`config.mk`:
```
export PLATFORM = sky130hd
export DESIGN_NAME = serial_add32
export DESIGN_NICKNAME = d
export VERILOG_FILES = /design/src/rtl/cpu_alu_pkg.sv /design/src/rtl/adder_4bits.sv /design/src/rtl/serial_add32.sv
export SDC_FILE = /design/constraint.sdc
export NUM_CORES = 1
export LEC_CHECK = 0
export CAP_MARGIN = 10
export CORE_ASPECT_RATIO = 0.9
export CORE_MARGIN = 1.5
export CORE_UTILIZATION = 25
export CTS_CLUSTER_DIAMETER = 120
export CTS_CLUSTER_SIZE = 10
export DETAILED_ROUTE_END_ITERATION = 6
export GPL_ROUTABILITY_DRIVEN = 0
export HOLD_SLACK_MARGIN = 0.02
export SLEW_MARGIN = 25
export SYNTH_ARGS = -nofsm -noshare
export SYNTH_HDL_FRONTEND = slang
export SYNTH_HIERARCHICAL = 1
export SYNTH_SLANG_ARGS = --single-unit
```
`constraint.sdc`:
```
create_clock -name clk -period 3.52 [get_ports clk]
set_input_delay 0.528 -clock clk [delete_from_list [all_inputs] [get_ports clk]]
set_output_delay 0.528 -clock clk [all_outputs]
set_load 0.05 [all_outputs]
```
`src/rtl/cpu_alu_pkg.sv`:
```
// ---------------------------------------------------------------------------
// cpu_alu_pkg
// Shared definitions for the nibble-serial ALU blocks.
//   state_t  : three-state sequencer encoding (IDLE / BUSY / DONE)
//   NIBBLE_W : width of the carry-lookahead slice processed per cycle
// ---------------------------------------------------------------------------
package cpu_alu_pkg;

    typedef enum logic [1:0] {
        IDLE = 2'd0,
        BUSY = 2'd1,
        DONE = 2'd2
    } state_t;

    localparam int NIBBLE_W = 4;

endpackage : cpu_alu_pkg

```
`src/rtl/adder_4bits.sv`:
```
// ---------------------------------------------------------------------------
// adder_4bits
// Purely combinational 4-bit carry-lookahead adder slice.
//   a, b : 4-bit operands
//   cin  : carry in
//   sum  : 4-bit sum
//   cout : carry out of bit 3
// ---------------------------------------------------------------------------
module adder_4bits
    import cpu_alu_pkg::*;
(
    input  logic [NIBBLE_W-1:0] a,
    input  logic [NIBBLE_W-1:0] b,
    input  logic                cin,
    output logic [NIBBLE_W-1:0] sum,
    output logic                cout
);

    logic [NIBBLE_W-1:0] gen;
    logic [NIBBLE_W-1:0] prop;
    logic [NIBBLE_W:0]   carry;

    assign carry[0] = cin;

    // Each carry is expanded from generate/propagate terms so the whole
    // chain is two logic levels deep rather than a ripple.
    generate
        for (genvar gi = 0; gi < NIBBLE_W; gi++) begin : g_bit
            assign gen[gi]  = a[gi] & b[gi];
            assign prop[gi] = a[gi] ^ b[gi];
            assign sum[gi]  = prop[gi] ^ carry[gi];
        end
    endgenerate

    assign carry[1] = gen[0] | (prop[0] & carry[0]);
    assign carry[2] = gen[1] | (prop[1] & gen[0]) | (prop[1] & prop[0] & carry[0]);
    assign carry[3] = gen[2] | (prop[2] & gen[1]) | (prop[2] & prop[1] & gen[0])
                    | (prop[2] & prop[1] & prop[0] & carry[0]);
    assign carry[4] = gen[3] | (prop[3] & gen[2]) | (prop[3] & prop[2] & gen[1])
                    | (prop[3] & prop[2] & prop[1] & gen[0])
                    | (prop[3] & prop[2] & prop[1] & prop[0] & carry[0]);

    assign cout = carry[NIBBLE_W];

endmodule : adder_4bits

```
`src/rtl/serial_add32.sv`:
```
// ---------------------------------------------------------------------------
// serial_add32
// Nibble-serial adder/subtractor. One operand pair is captured from IDLE,
// processed four bits per cycle (LSB first) through a single adder_4bits
// slice, and the result is held in DONE until the consumer takes it.
//
// Parameters
//   WIDTH     : operand width, multiple of 4 in 8..64 (default 32)
// Ports
//   clk       : clock, rising edge
//   rst       : asynchronous active-high reset
//   in_valid  : request present          in_ready  : accepting (IDLE only)
//   a, b      : operands                 sub       : 1 = a-b, 0 = a+b
//   out_valid : result held (DONE)       out_ready : consumer accepts result
//   sum       : result modulo 2^WIDTH    cout      : carry out (sub: 1 = no borrow)
// Optional (macro SERIAL_ADD_FLAGS_EN defined)
//   ovf       : signed overflow          zero      : sum == 0
// ---------------------------------------------------------------------------
module serial_add32
    import cpu_alu_pkg::*;
#(
    parameter int WIDTH = 32
) (
    input  logic             clk,
    input  logic             rst,
    input  logic             in_valid,
    output logic             in_ready,
    input  logic [WIDTH-1:0] a,
    input  logic [WIDTH-1:0] b,
    input  logic             sub,
    output logic             out_valid,
    input  logic             out_ready,
    output logic [WIDTH-1:0] sum,
    output logic             cout
`ifdef SERIAL_ADD_FLAGS_EN
    ,
    output logic             ovf,
    output logic             zero
`endif
);

    localparam int NIB_CNT = WIDTH / NIBBLE_W;
    localparam int CNT_W   = $clog2(NIB_CNT + 1);
    localparam logic [CNT_W-1:0] LAST_CNT = CNT_W'(NIB_CNT - 1);

    state_t            state_q, state_d;
    logic [WIDTH-1:0]  a_q, a_d;
    logic [WIDTH-1:0]  b_q, b_d;
    logic [WIDTH-1:0]  sum_q, sum_d;
    logic [CNT_W-1:0]  cnt_q, cnt_d;
    logic              carry_q, carry_d;
    logic              cout_q, cout_d;

    logic [NIBBLE_W-1:0] slice_sum;
    logic                slice_cout;

    // Operand registers shift right each BUSY cycle, so the slice always
    // sees the current nibble in bits [3:0].
    adder_4bits u_slice (
        .a    (a_q[NIBBLE_W-1:0]),
        .b    (b_q[NIBBLE_W-1:0]),
        .cin  (carry_q),
        .sum  (slice_sum),
        .cout (slice_cout)
    );

`ifdef SERIAL_ADD_FLAGS_EN
    logic ovf_q, ovf_d;
    logic zero_q, zero_d;
    logic msb_cin;

    // Carry into the top bit recovered from sum = a ^ b ^ cin on bit 3 of
    // the final nibble.
    assign msb_cin = slice_sum[NIBBLE_W-1] ^ a_q[NIBBLE_W-1] ^ b_q[NIBBLE_W-1];
`endif

    always_comb begin
        state_d = state_q;
        a_d     = a_q;
        b_d     = b_q;
        sum_d   = sum_q;
        cnt_d   = cnt_q;
        carry_d = carry_q;
        cout_d  = cout_q;
`ifdef SERIAL_ADD_FLAGS_EN
        ovf_d   = ovf_q;
        zero_d  = zero_q;
`endif

        unique case (state_q)
            IDLE: begin
                if (in_valid) begin
                    // Subtraction as a + ~b + 1: the +1 enters as carry-in.
                    a_d     = a;
                    b_d     = sub ? ~b : b;
                    carry_d = sub;
                    cnt_d   = '0;
                    state_d = BUSY;
                end
            end
            BUSY: begin
                for (int k = 0; k < NIB_CNT; k++) begin
                    if (cnt_q == CNT_W'(k)) begin
                        sum_d[k*NIBBLE_W +: NIBBLE_W] = slice_sum;
                    end
                end
                a_d     = a_q >> NIBBLE_W;
                b_d     = b_q >> NIBBLE_W;
                carry_d = slice_cout;
                cnt_d   = cnt_q + 1'b1;
                if (cnt_q == LAST_CNT) begin
                    cout_d  = slice_cout;
                    cnt_d   = '0;
                    state_d = DONE;
`ifdef SERIAL_ADD_FLAGS_EN
                    ovf_d   = msb_cin ^ slice_cout;
                    zero_d  = (sum_d == '0);
`endif
                end
            end
            DONE: begin
                if (out_ready) begin
                    state_d = IDLE;
                end
            end
            default: begin
                state_d = IDLE;
            end
        endcase
    end

    always_ff @(posedge clk or posedge rst) begin
        if (rst) begin
            state_q <= IDLE;
            a_q     <= '0;
            b_q     <= '0;
            sum_q   <= '0;
            cnt_q   <= '0;
            carry_q <= 1'b0;
            cout_q  <= 1'b0;
`ifdef SERIAL_ADD_FLAGS_EN
            ovf_q   <= 1'b0;
            zero_q  <= 1'b0;
`endif
        end else begin
            state_q <= state_d;
            a_q     <= a_d;
            b_q     <= b_d;
            sum_q   <= sum_d;
            cnt_q   <= cnt_d;
            carry_q <= carry_d;
            cout_q  <= cout_d;
`ifdef SERIAL_ADD_FLAGS_EN
            ovf_q   <= ovf_d;
            zero_q  <= zero_d;
`endif
        end
    end

    assign in_ready  = (state_q == IDLE);
    assign out_valid = (state_q == DONE);
    assign sum       = sum_q;
    assign cout      = cout_q;
`ifdef SERIAL_ADD_FLAGS_EN
    assign ovf       = ovf_q;
    assign zero      = zero_q;
`endif

endmodule : serial_add32

```
* Word level (Yosys, flattened, before mapping) *
Index checks and enable logic that the tools add are counted.

storage, ports and cells
  output and inout port bits = 35
  bits in registers = 104

cells by class
  muxes and demuxes = 14
  bitwise operators = 39
  reduce and logical (&&, ||, !) cells = 13
  equality and inequality tests = 12
  add/sub/neg operators = 1

operators with widths
  operator                                                                 number
  32-bit case mux with 2 select lines                                      2
  32-bit 2-to-1 mux                                                        3
  32-bit inverter                                                          1
  1-bit AND                                                                20
  2-bit AND reduction                                                      9
  4-bit by 3-bit == test with 1-bit output, second input constant          4
  1-bit OR                                                                 10
  4-bit by 2-bit == test with 1-bit output, second input constant          2
  4-bit 2-to-1 mux                                                         2
  4-bit case mux with 2 select lines                                       1
  1-bit XOR                                                                8
  2-bit 2-to-1 mux                                                         3
  2-bit case mux with 3 select lines                                       1
  4-bit by 1-bit adder with 4-bit output, second input constant            1
  4-bit by 1-bit == test with 1-bit output, second input constant          1
  4-bit zero test                                                          1
  2-bit inequality test, second input constant                             2
  3-bit AND reduction                                                      1
  2-bit by 1-bit == test with 1-bit output, second input constant          1
  2-bit == test, second input constant                                     1
  2-bit zero test                                                          1
  2-bit by 1-bit inequality test with 1-bit output, second input constant  1
  1-bit case mux with 2 select lines                                       1
  2-bit nonzero test                                                       1
  1-bit 2-to-1 mux                                                         1

* Depth between registers and ports, before layout *
Gate-level depths: netlist of the first run.

  depth in word-level cells = 7
  depth in mapped cells = 7
  mapped depth without buffers = 6

* Hierarchy *
The synthesis of the first run kept the hierarchy.

by module, submodules not included
  module        area each (µm²)  times used  cells each
  serial_add32  5046.1           1           448
  adder_4bits   151.4            1           18

* Worst setup path before layout of the first run *
Ideal clock, no wire load.

  path kind = register -> output
  from = register state_q[0]
  to = output in_ready
  arrival = 1.488 ns
  required time = 2.992 ns
  path slack = 1.504 ns
  cell stages (with the launch flop) = 5
  cells stage by stage = dfrtp_1 -> buf_6 -> buf_2 -> clkbuf_1 -> nor2_1

between the ends
  longest elaborated chain between the ends = 1

RTL lines
  item                    RTL line             RTL
  from (decl)             serial_add32.sv:46   state_t state_q, state_d;
  from (signal assigned)  serial_add32.sv:146  state_q <= state_d;
  2-bit zero test         serial_add32.sv:160  assign in_ready = (state_q == IDLE);
  to (decl)               serial_add32.sv:27   output logic in_ready,

Every way passes these cells.

* Final worst setup path of the first run *
  from = register state_q[0]
  to = output out_valid

between the ends
  longest elaborated chain between the ends = 1

RTL lines
  item           RTL line             RTL
  2-bit == test  serial_add32.sv:161  assign out_valid = (state_q == DONE);
  to (decl)      serial_add32.sv:31   output logic out_valid,

Every way passes these cells.

==> metrics, run 1 <==
Slew @ Worst Pin 998 ps; worst path bufs/invs 2; CP peak stage delay ~790 ps; GRT Resource Usage Total 0.129; hpwl dp 9.21 mm; final instance area 6740 um2; Mapped Nets ~540; area of the multi-input gates 2280 um2; DRT iter0 DRCs 256; worst min path class reg2reg; Critical Setup Path Class reg2out; ANT nets after route 0; Post-route DRC 0; crit-path max FO 30; Slowest-stage cell, CP clkdlybuf4s50_1; vias in the first global route about 4000; IO Pins approximately 100; final worst-path cycle share 0.754; Switching Power between 2 and 3 mW; chip width 155 um; die area 21700 um2; CTS tree built; Yosys reg bits 104; total power draw approximately 6 mW; Slew Limit Fails 0; number of buffers created by CTS 9; CP Data Required Time 2990 ps; final wirelength 13.4 mm; postcts setup bufs 0; # rows around 50; fin crit period 2650 ps; drt via density 4.86; number of diodes 0; Ys Warns 6; GRT overflow 0; Reg clk slew, reported paths around 70 ps; Die Y-Extent 140 um; clock power share 0.160; post-CTS sizing 0; critical-path cell list nand2b_1 -> inv_1 -> clkdlybuf4s50_1; Sw Ratio 0.442; setup TNS 0 ps; FF/Latch Area 2610 um2; clk_skew 8.90 ps; share of layout cells above drive strength 1 0.117; pwr/cell area slightly above 900 nW/um2; relative max-transition margin 0.330; Pre-Repair DR Iteration Count 4; CTS Root Cell clkbuf_16; largest net degree at the start of global routing 66; Post-CTS Hold Buffers 0; clock sink count 104; Unique masters post-synth 33; number of port buffers about 100; crit path DAT 2130 ps; Area growth syn-to-layout 29.6%; final core occ 0.334; Placement Cell Area roughly 6400 um2; core footprint approximately 20000 um2; post-synthesis sequential area ratio 0.501; VDD IR max 0.000364 V; Worst setup EP type output port; fmax 377 MHz; initial antenna violation count 0; drt wl/cell 16.5 um; vias about 4000; worst skew pair latency 360 ps; Power Internal between 3 and 4 mW; Hold Vio Cnt, Final 0; Comb power frac 0.495; CTS max path bufs 2; fill count 2007; Post-Syn Area per Cell 11.2 um2; first-pass GRT wire length 21.7 mm; initial core utilization 0.258; outcome complete, no violations; Leak Pwr roughly 2.8 nW; Crit path max-delay family buffers and inverters; fin nets 628; sequential fraction of design power 0.345; Mapped Area ~5200 um2; Final Setup Violations 0; Fin Hold WS 482 ps; RSZ-0062 raised after global routing false; H-tree depth 3; startpoint types flip-flop; max-cap violation count 0; gate count of the mapped netlist 466
synth_stat cells, drive strengths merged:
cell type / instances / area [um2]
a211oi: 1 / 12.5
a21o: 1 / 7.51
a21oi: 14 / 70.1
a221o: 28 / 280
a22o: 5 / 43.8
a22oi: 8 / 60.1
and3b: 1 / 8.76
buf: 20 / 128
clkbuf: 17 / 63.8
dfrtp: 104 / 2600
fa: 1 / 20.0
ha: 8 / 100
inv: 36 / 135
mux2: 33 / 372
mux2i: 21 / 210
nand2: 30 / 113
nand2b: 2 / 12.5
nand3: 5 / 25.0
nand3b: 1 / 7.51
nand4: 4 / 25.0
nor2: 4 / 17.5
nor2b: 17 / 106
o21ai: 38 / 190
o21bai: 2 / 15.0
o32ai: 28 / 245
or3b: 1 / 11.3
xnor2: 29 / 254
xor2: 7 / 61.3
metal layers:
metal | wire, um | track usage | vias to the layer above
li1 | - | - | 1844
met1 | 5910 | 0.170 | 1952
met2 | 6390 | 0.203 | 122
met3 | 726 | 0.0311 | 21
met4 | 341 | 0.0506 | 0
met5 | 0 | 0 | -
worst min-delay path, cell delays in order (launching register included):
cell and delay, ps:
dfrtp_1 350, nand2_1 40, o21ai_0 60
area by class of cell:
class | count | share of cell area
clock inverters | 6 | 0.00762
well taps | 255 | 0.0474
multi-input cells | 289 | 0.338
flip-flops and latches | 104 | 0.387
clock buffers | 10 | 0.0355
inverters | 36 | 0.0204
repair buffers | 110 | 0.164
per-stage QoR:
stage	worst slack, ps	instances
after detailed placement	1240	794
final	866	810
after CTS	842	810
after global routing	811	810
after floorplan	260	466
after global placement	1240	794
flip-flops by register name, summed over array words and instances (netlist names):
register and cells:
a_q 32, b_q 32, sum 32, cnt_q 4, state_q 2, carry_q 1
cout 1
power groups by stage:
stage | Combinational (mW) | Sequential (mW) | Clock, mW
finish | 3.05 | 2.12 | 0.983
global route | 3.29 | 2.20 | 1.06
CTS | 3.09 | 2.13 | 1.02
detailed placement | 3.09 | 2.15 | 0
global placement | 3.00 | 2.12 | 0
floorplan | 1.57 | 2.64 | 0
cells in the final DEF, fill, tap and decap left out, types with 2 or more instances in the layout:
| cell | n |
|---|---|
| a21oi_1 | 14 |
| a221o_1 | 28 |
| a22o_1 | 5 |
| a22oi_1 | 8 |
| buf_12 | 2 |
| buf_4 | 5 |
| clkbuf_16 | 9 |
| clkdlybuf4s50_1 | 102 |
| clkinv_2 | 2 |
| dfrtp_1 | 102 |
| dfrtp_2 | 2 |
| ha_1 | 8 |
| inv_1 | 35 |
| inv_6 | 2 |
| mux2_2 | 33 |
| mux2i_1 | 21 |
| nand2_1 | 30 |
| nand2b_1 | 2 |
| nand3_1 | 5 |
| nand4_1 | 4 |
| nor2_1 | 3 |
| nor2b_1 | 16 |
| o21ai_0 | 34 |
| o21ai_1 | 4 |
| o32ai_1 | 28 |
| xnor2_1 | 29 |
| xor2_1 | 7 |
path summary, 6_finish.rpt:
kind,start,end,slack (ps),cells past startpoint
min in group asynchronous,rst,sum[0],690,2
setup reg to reg,b_q[1],sum[7],1300,5
setup / recovery,state_q[0],out_valid,870,3
hold reg to reg,a_q[9],a_q[9],480,2
max in group asynchronous,rst,b_q[25],2110,3
hold / removal,a_q[9],a_q[9],480,2
logic make-up after synthesis:
logic type,after synthesis,synth area share
AOI/OAI and AO/OA,125,0.178
xor gates and xnor gates,36,0.0607
adders and majority gates,9,0.0231
buffers and inverters,73,0.0628
DFF,104,0.501
muxes,54,0.112
and+or+nand+nor,65,0.0628
(Power assumes the default switching activity.)
==> inputs of run 2 (changes only) <==
==> constraint.sdc (replaced) <==
create_clock -name clk -period 2.4 [get_ports clk]
set_input_delay 0.36 -clock clk [delete_from_list [all_inputs] [get_ports clk]]
set_output_delay 0.36 -clock clk [all_outputs]
set_load 0.05 [all_outputs]
==> run 2 against run 1 <==
  * Sequential power rose by 45%
  * Total power rose by 47%
  * Worst hold slack improved by 0.70 ps
==> metrics, run 2 (synthesized netlist as in run 1, its figures left out) <==
Die Y-Extent 140 um (unchanged); final instance area 6790 um2 (+0.84%); vias in the first global route 4027 (+0.22%); worst min path class reg2reg; DRT iter0 DRCs 247 (-3.5%); clock sink count 104 (unchanged); clk_skew 6.68 ps (-2.22 ps); Slew @ Worst Pin 891 ps (-107 ps); VDD IR max 0.000538 V (+48%); GRT busiest layer met2; Post-CTS Hold Buffers 0 (unchanged); H-tree depth 3 (unchanged); initial antenna violation count 0 (unchanged); number of port buffers 103 (unchanged); final wirelength 13.4 mm (about the same); number of buffers created by CTS 9 (unchanged); CP peak stage delay 840 ps (+50 ps); critical-path cell list nor2_1 -> clkdlybuf4s50_1; setup TNS 0 ps (unchanged); relative max-transition margin 0.402 (+0.0720); Slew Limit Fails 0 (unchanged); Hold Vio Cnt, Final 0 (unchanged); # rows 49 (unchanged); drt via density 4.79 (-1.6%); initial core utilization 0.258 (unchanged); die area 21700 um2 (unchanged); largest net degree at the start of global routing 105 (+59%); commonest non-fill, non-tap cell in the layout dfrtp_1; Final Setup Violations 0 (unchanged); crit-path max FO 10 (-67%); RSZ-0062 raised after global routing false; Area growth syn-to-layout 30.7%; CTS max path bufs 2 (unchanged); CTS tree built; fill count 1984 (-1.1%); area of the multi-input gates 2280 um2 (unchanged); core footprint 20200 um2 (unchanged); final worst-path cycle share 0.955; first-pass GRT wire length 21.7 mm (-0.29%); GR Util met2 0.200 (-0.00283); startpoint types flip-flop; Crit path max-delay family buffers and inverters; ANT nets after route 0 (unchanged); Slowest-stage cell, CP clkdlybuf4s50_1; GRT Resource Usage Total 0.129 (about the same); CTS Root Cell clkbuf_16; chip width 155 um (unchanged); most frequent cells in the layout dfrtp_1 (102), clkdlybuf4s50_1 (101), inv_1 (35), o21ai_0 (34), mux2_2 (33); hpwl dp 9.25 mm (+0.43%); outcome complete, no violations; Leak Pwr 2.86 nW (+1.2%); max-cap violation count 0 (unchanged); number of diodes 0 (unchanged); crit path DAT 1930 ps (-200 ps); drt wl/cell 16.4 um (-0.78%); Post-route DRC 0 (unchanged); worst skew pair latency 360 ps (about the same); vias 3911 (-0.71%); worst path bufs/invs 1 (-1); FF/Latch Area 2610 um2 (unchanged); Worst setup EP type output port; GRT overflow 0 (unchanged); Critical Setup Path Class reg2out; share of layout cells above drive strength 1 0.130 (+0.0128); fin nets 635 (+1.1%); IO Pins 104 (unchanged); Reg clk slew, reported paths 80 ps (about the same); fmax 436 MHz; Pre-Repair DR Iteration Count 4 (unchanged); Placement Cell Area 6500 um2 (+0.80%); post-CTS sizing 0 (unchanged); pwr/cell area 1340 nW/um2 (+46%); fin crit period around 2300 ps; Global Route met3 Usage 0.0355 (+0.00436); met1 Usage GRT 0.174 (+0.00443); CP Data Required Time 2040 ps (-950 ps); postcts setup bufs 0 (unchanged)
run 2: cell count changes in the layout (fill, tap and decap cells not counted), sizes merged:
cell           before  now
clkdlybuf4s50     102  101
clkbuf             10    9
inv                38   40
clkinv              3    2
buf                 8   16
run 2: area by class of cell:
class                      count  share of cell area
clock inverter                 7              0.0103
sequential                   104               0.384
tap                          255              0.0470
inverter                      36              0.0204
multi-input combinational    289               0.336
timing repair buffer         117               0.170
clock buffer                   9              0.0332
run 2: worst reg2reg max path, stage by stage, from the launching register on:
cell and delay (ps):
dfrtp_2 450, buf_4 260, nor2b_4 150, buf_4 480, mux2i_1 370, o21ai_0 130
run 2: path summary, 6_finish.rpt:
check	start	endpoint	slack (ps)	cells past startpoint
max	state_q[0]	in_ready	110	2
min	a_q[13]	a_q[13]	480	2
max reg2reg	state_q[1]	a_q[0]	420	5
min reg2reg	a_q[13]	a_q[13]	480	2
max in group asynchronous	rst	state_q[1]	1440	3
min in group asynchronous	rst	sum[14]	520	3
run 2: metal layers:
layer	part of all wire	wire length, um
met5	0	0
met4	0.014	193
met3	0.041	547
met2	0.47	6330
met1	0.47	6310
run 2: metrics by stage:
step / worst slack (ps) / hold slack (ps) / std cells / util / total power [mW]
after floorplan: 552 / 450 / 466 / - / 6.17
after global placement: 388 / 462 / 801 / 0.322 / 7.53
after detailed placement: 372 / 471 / 801 / 0.322 / 7.68
after CTS: 83.8 / 488 / 817 / 0.337 / 9.20
after global routing: 37.9 / 505 / 817 / 0.337 / 9.67
final: 107 / 483 / 817 / 0.337 / 9.07
run 2: where the power goes:
group / switching, mW / internal, mW / total [mW]
Combinational: 2.70 / 1.82 / 4.52
Sequential: 0.551 / 2.51 / 3.07
Clock: 0.750 / 0.738 / 1.49
==> inputs of run 3 (changes only) <==
--- a/config.mk
+++ b/config.mk
@@ -14,6 +14,7 @@
 export DETAILED_ROUTE_END_ITERATION = 6
 export GPL_ROUTABILITY_DRIVEN = 0
 export HOLD_SLACK_MARGIN = 0.02
+export RECOVER_POWER = 25
 export SLEW_MARGIN = 25
 export SYNTH_ARGS = -nofsm -noshare
 export SYNTH_HDL_FRONTEND = slang
==> run 3 against run 2 <==
  * Critical path depth unchanged
  * Sequential cell count stayed put
  * Total power about the same
  * Clock power is essentially flat
  * Non-clock buffer count did not move
  * Critical path type unchanged
==> metrics, run 3 (synthesized netlist as in run 1, its figures left out) <==
RSZ-0062 raised after global routing false; FF-to-FF path depth 5 (unchanged); crit-path max FO 10 (unchanged); placed cells 801 (unchanged); hold path start a_q[13]; hold path cells 2 (unchanged); CTS tree built; hpwl dp 9.25 mm (unchanged); Hold Vio Cnt, Final 0 (unchanged); CTS max path bufs 2 (unchanged); clock sink count 104 (unchanged); vias 3934 (+0.59%); Reg clk slew, reported paths 80 ps (about the same); VDD IR max 0.000537 V (about the same); ANT nets after route 0 (unchanged); Hold Path Sink a_q[13]; outcome complete, no violations; chip width 155 um (unchanged); CTS Root Cell clkbuf_16; total power draw 9.08 mW (about the same); share of layout cells above drive strength 1 0.130 (unchanged); CP peak stage delay 850 ps (about the same); final core occ 0.336 (-0.000621); initial antenna violation count 0 (unchanged); vias in the first global route 4027 (unchanged); number of diodes 0 (unchanged); final worst-path cycle share 0.958 (+0.00302); Area growth syn-to-layout 30.4%; first-pass GRT wire length 21.7 mm (unchanged); startpoint types flip-flop; relative max-transition margin 0.0400 (-0.362); commonest non-fill, non-tap cell in the layout dfrtp_1; worst r2r dst a_q[0]; GRT Resource Usage Total 0.129 (unchanged); initial core utilization 0.258 (unchanged); fmax 435 MHz (-0.31%); Slowest-stage cell, CP clkdlybuf4s50_1; Final Setup Violations 0 (unchanged); FF-to-FF Start state_q[1]; Pre-Repair DR Iteration Count 5 (+1); fin nets 635 (unchanged); largest net degree at the start of global routing 105 (unchanged); postcts setup bufs 0 (unchanged); H-tree depth 3 (unchanged); worst min path class reg2reg; post-CTS sizing 0 (unchanged); Worst setup EP type output port; Die Y-Extent 140 um (unchanged); fin crit period 2300 ps (+7.24 ps); Final Non-Filler Cells 817 (unchanged); max-cap violation count 0 (unchanged); number of buffers created by CTS 9 (unchanged); final wirelength 13.4 mm (about the same); drt wl/cell 16.4 um (about the same); Slew Limit Fails 0 (unchanged); critical-path cell list nor2_1 -> clkdlybuf4s50_1; reg2reg setup slack 430 ps (about the same); drt via density 4.82 (+0.59%); crit path DAT 1940 ps (about the same); # rows 49 (unchanged); Critical Setup Path Class reg2out; Post-route DRC 0 (unchanged); Leak Pwr 2.85 nW (-0.16%); clk_skew 7.34 ps (+0.655 ps); GRT overflow 0 (unchanged); Post-CTS Hold Buffers 0 (unchanged); pwr/cell area 1340 nW/um2 (+0.25%); Fin Hold WS 483 ps (+0.251 ps); DRT iter0 DRCs 275 (+11%); core footprint 20200 um2 (unchanged); worst skew pair latency 360 ps (about the same); CP Data Required Time 2040 ps (about the same); number of port buffers 103 (unchanged); IO Pins 104 (unchanged); Slew @ Worst Pin 1440 ps (+549 ps); most frequent cells in the layout dfrtp_1 (102), clkdlybuf4s50_1 (100), inv_1 (35), o21ai_0 (34), mux2_2 (33); die area 21700 um2 (unchanged); setup TNS 0 ps (unchanged)
## run 3: final cells by class
cell class,count,area (um2)
Clock buffer,9,225
Timing Repair Buffer,117,1140
Inverter,36,139
Tap cell,255,319
Clock inverter,7,70.1
Fill cell,1986,13400
Multi-Input combinational cell,289,2280
Sequential cell,104,2610
## run 3: worst max path at each step
stage | from | slack, ps | cells past startpoint | end
global placement | state_q[1] | 390 | 5 | a_q[0]
CTS | state_q[0] | 80 | 2 | in_ready
global route | state_q[0] | 40 | 2 | in_ready
floorplan | state_q[0] | 550 | 4 | in_ready
finish | state_q[0] | 100 | 2 | in_ready
detailed placement | state_q[1] | 370 | 5 | a_q[0]
## run 3: through the flow
| stage | cell area, um2 | setup WS, ps |
|---|---|---|
| floorplan | 5200 | 552 |
| global placement | 6500 | 388 |
| detailed placement | 6500 | 372 |
| CTS | 6790 | 83.8 |
| global route | 6780 | 37.9 |
| finish | 6780 | 100 |
## run 3: layer usage
layer	wire length, um	up-vias	track usage
li1	-	1860	-
met1	6200	1952	0.174
met2	6340	105	0.200
met3	615	17	0.0355
met4	226	0	0.0385
met5	0	-	0
## run 3: report_power, final
| group | internal, mW | leakage, nW | switching [mW] |
|---|---|---|---|
| Clock | 0.738 | 0.147 | 0.757 |
| Combinational | 1.82 | 1.39 | 2.70 |
| Sequential | 2.51 | 1.32 | 0.552 |
## run 3: critical path: cells and delay by family, from the launching register on
family	cells	cell delay [ps]
flip-flops	1	500
buffers and inverters	1	850
AND/OR/NAND/NOR	1	230
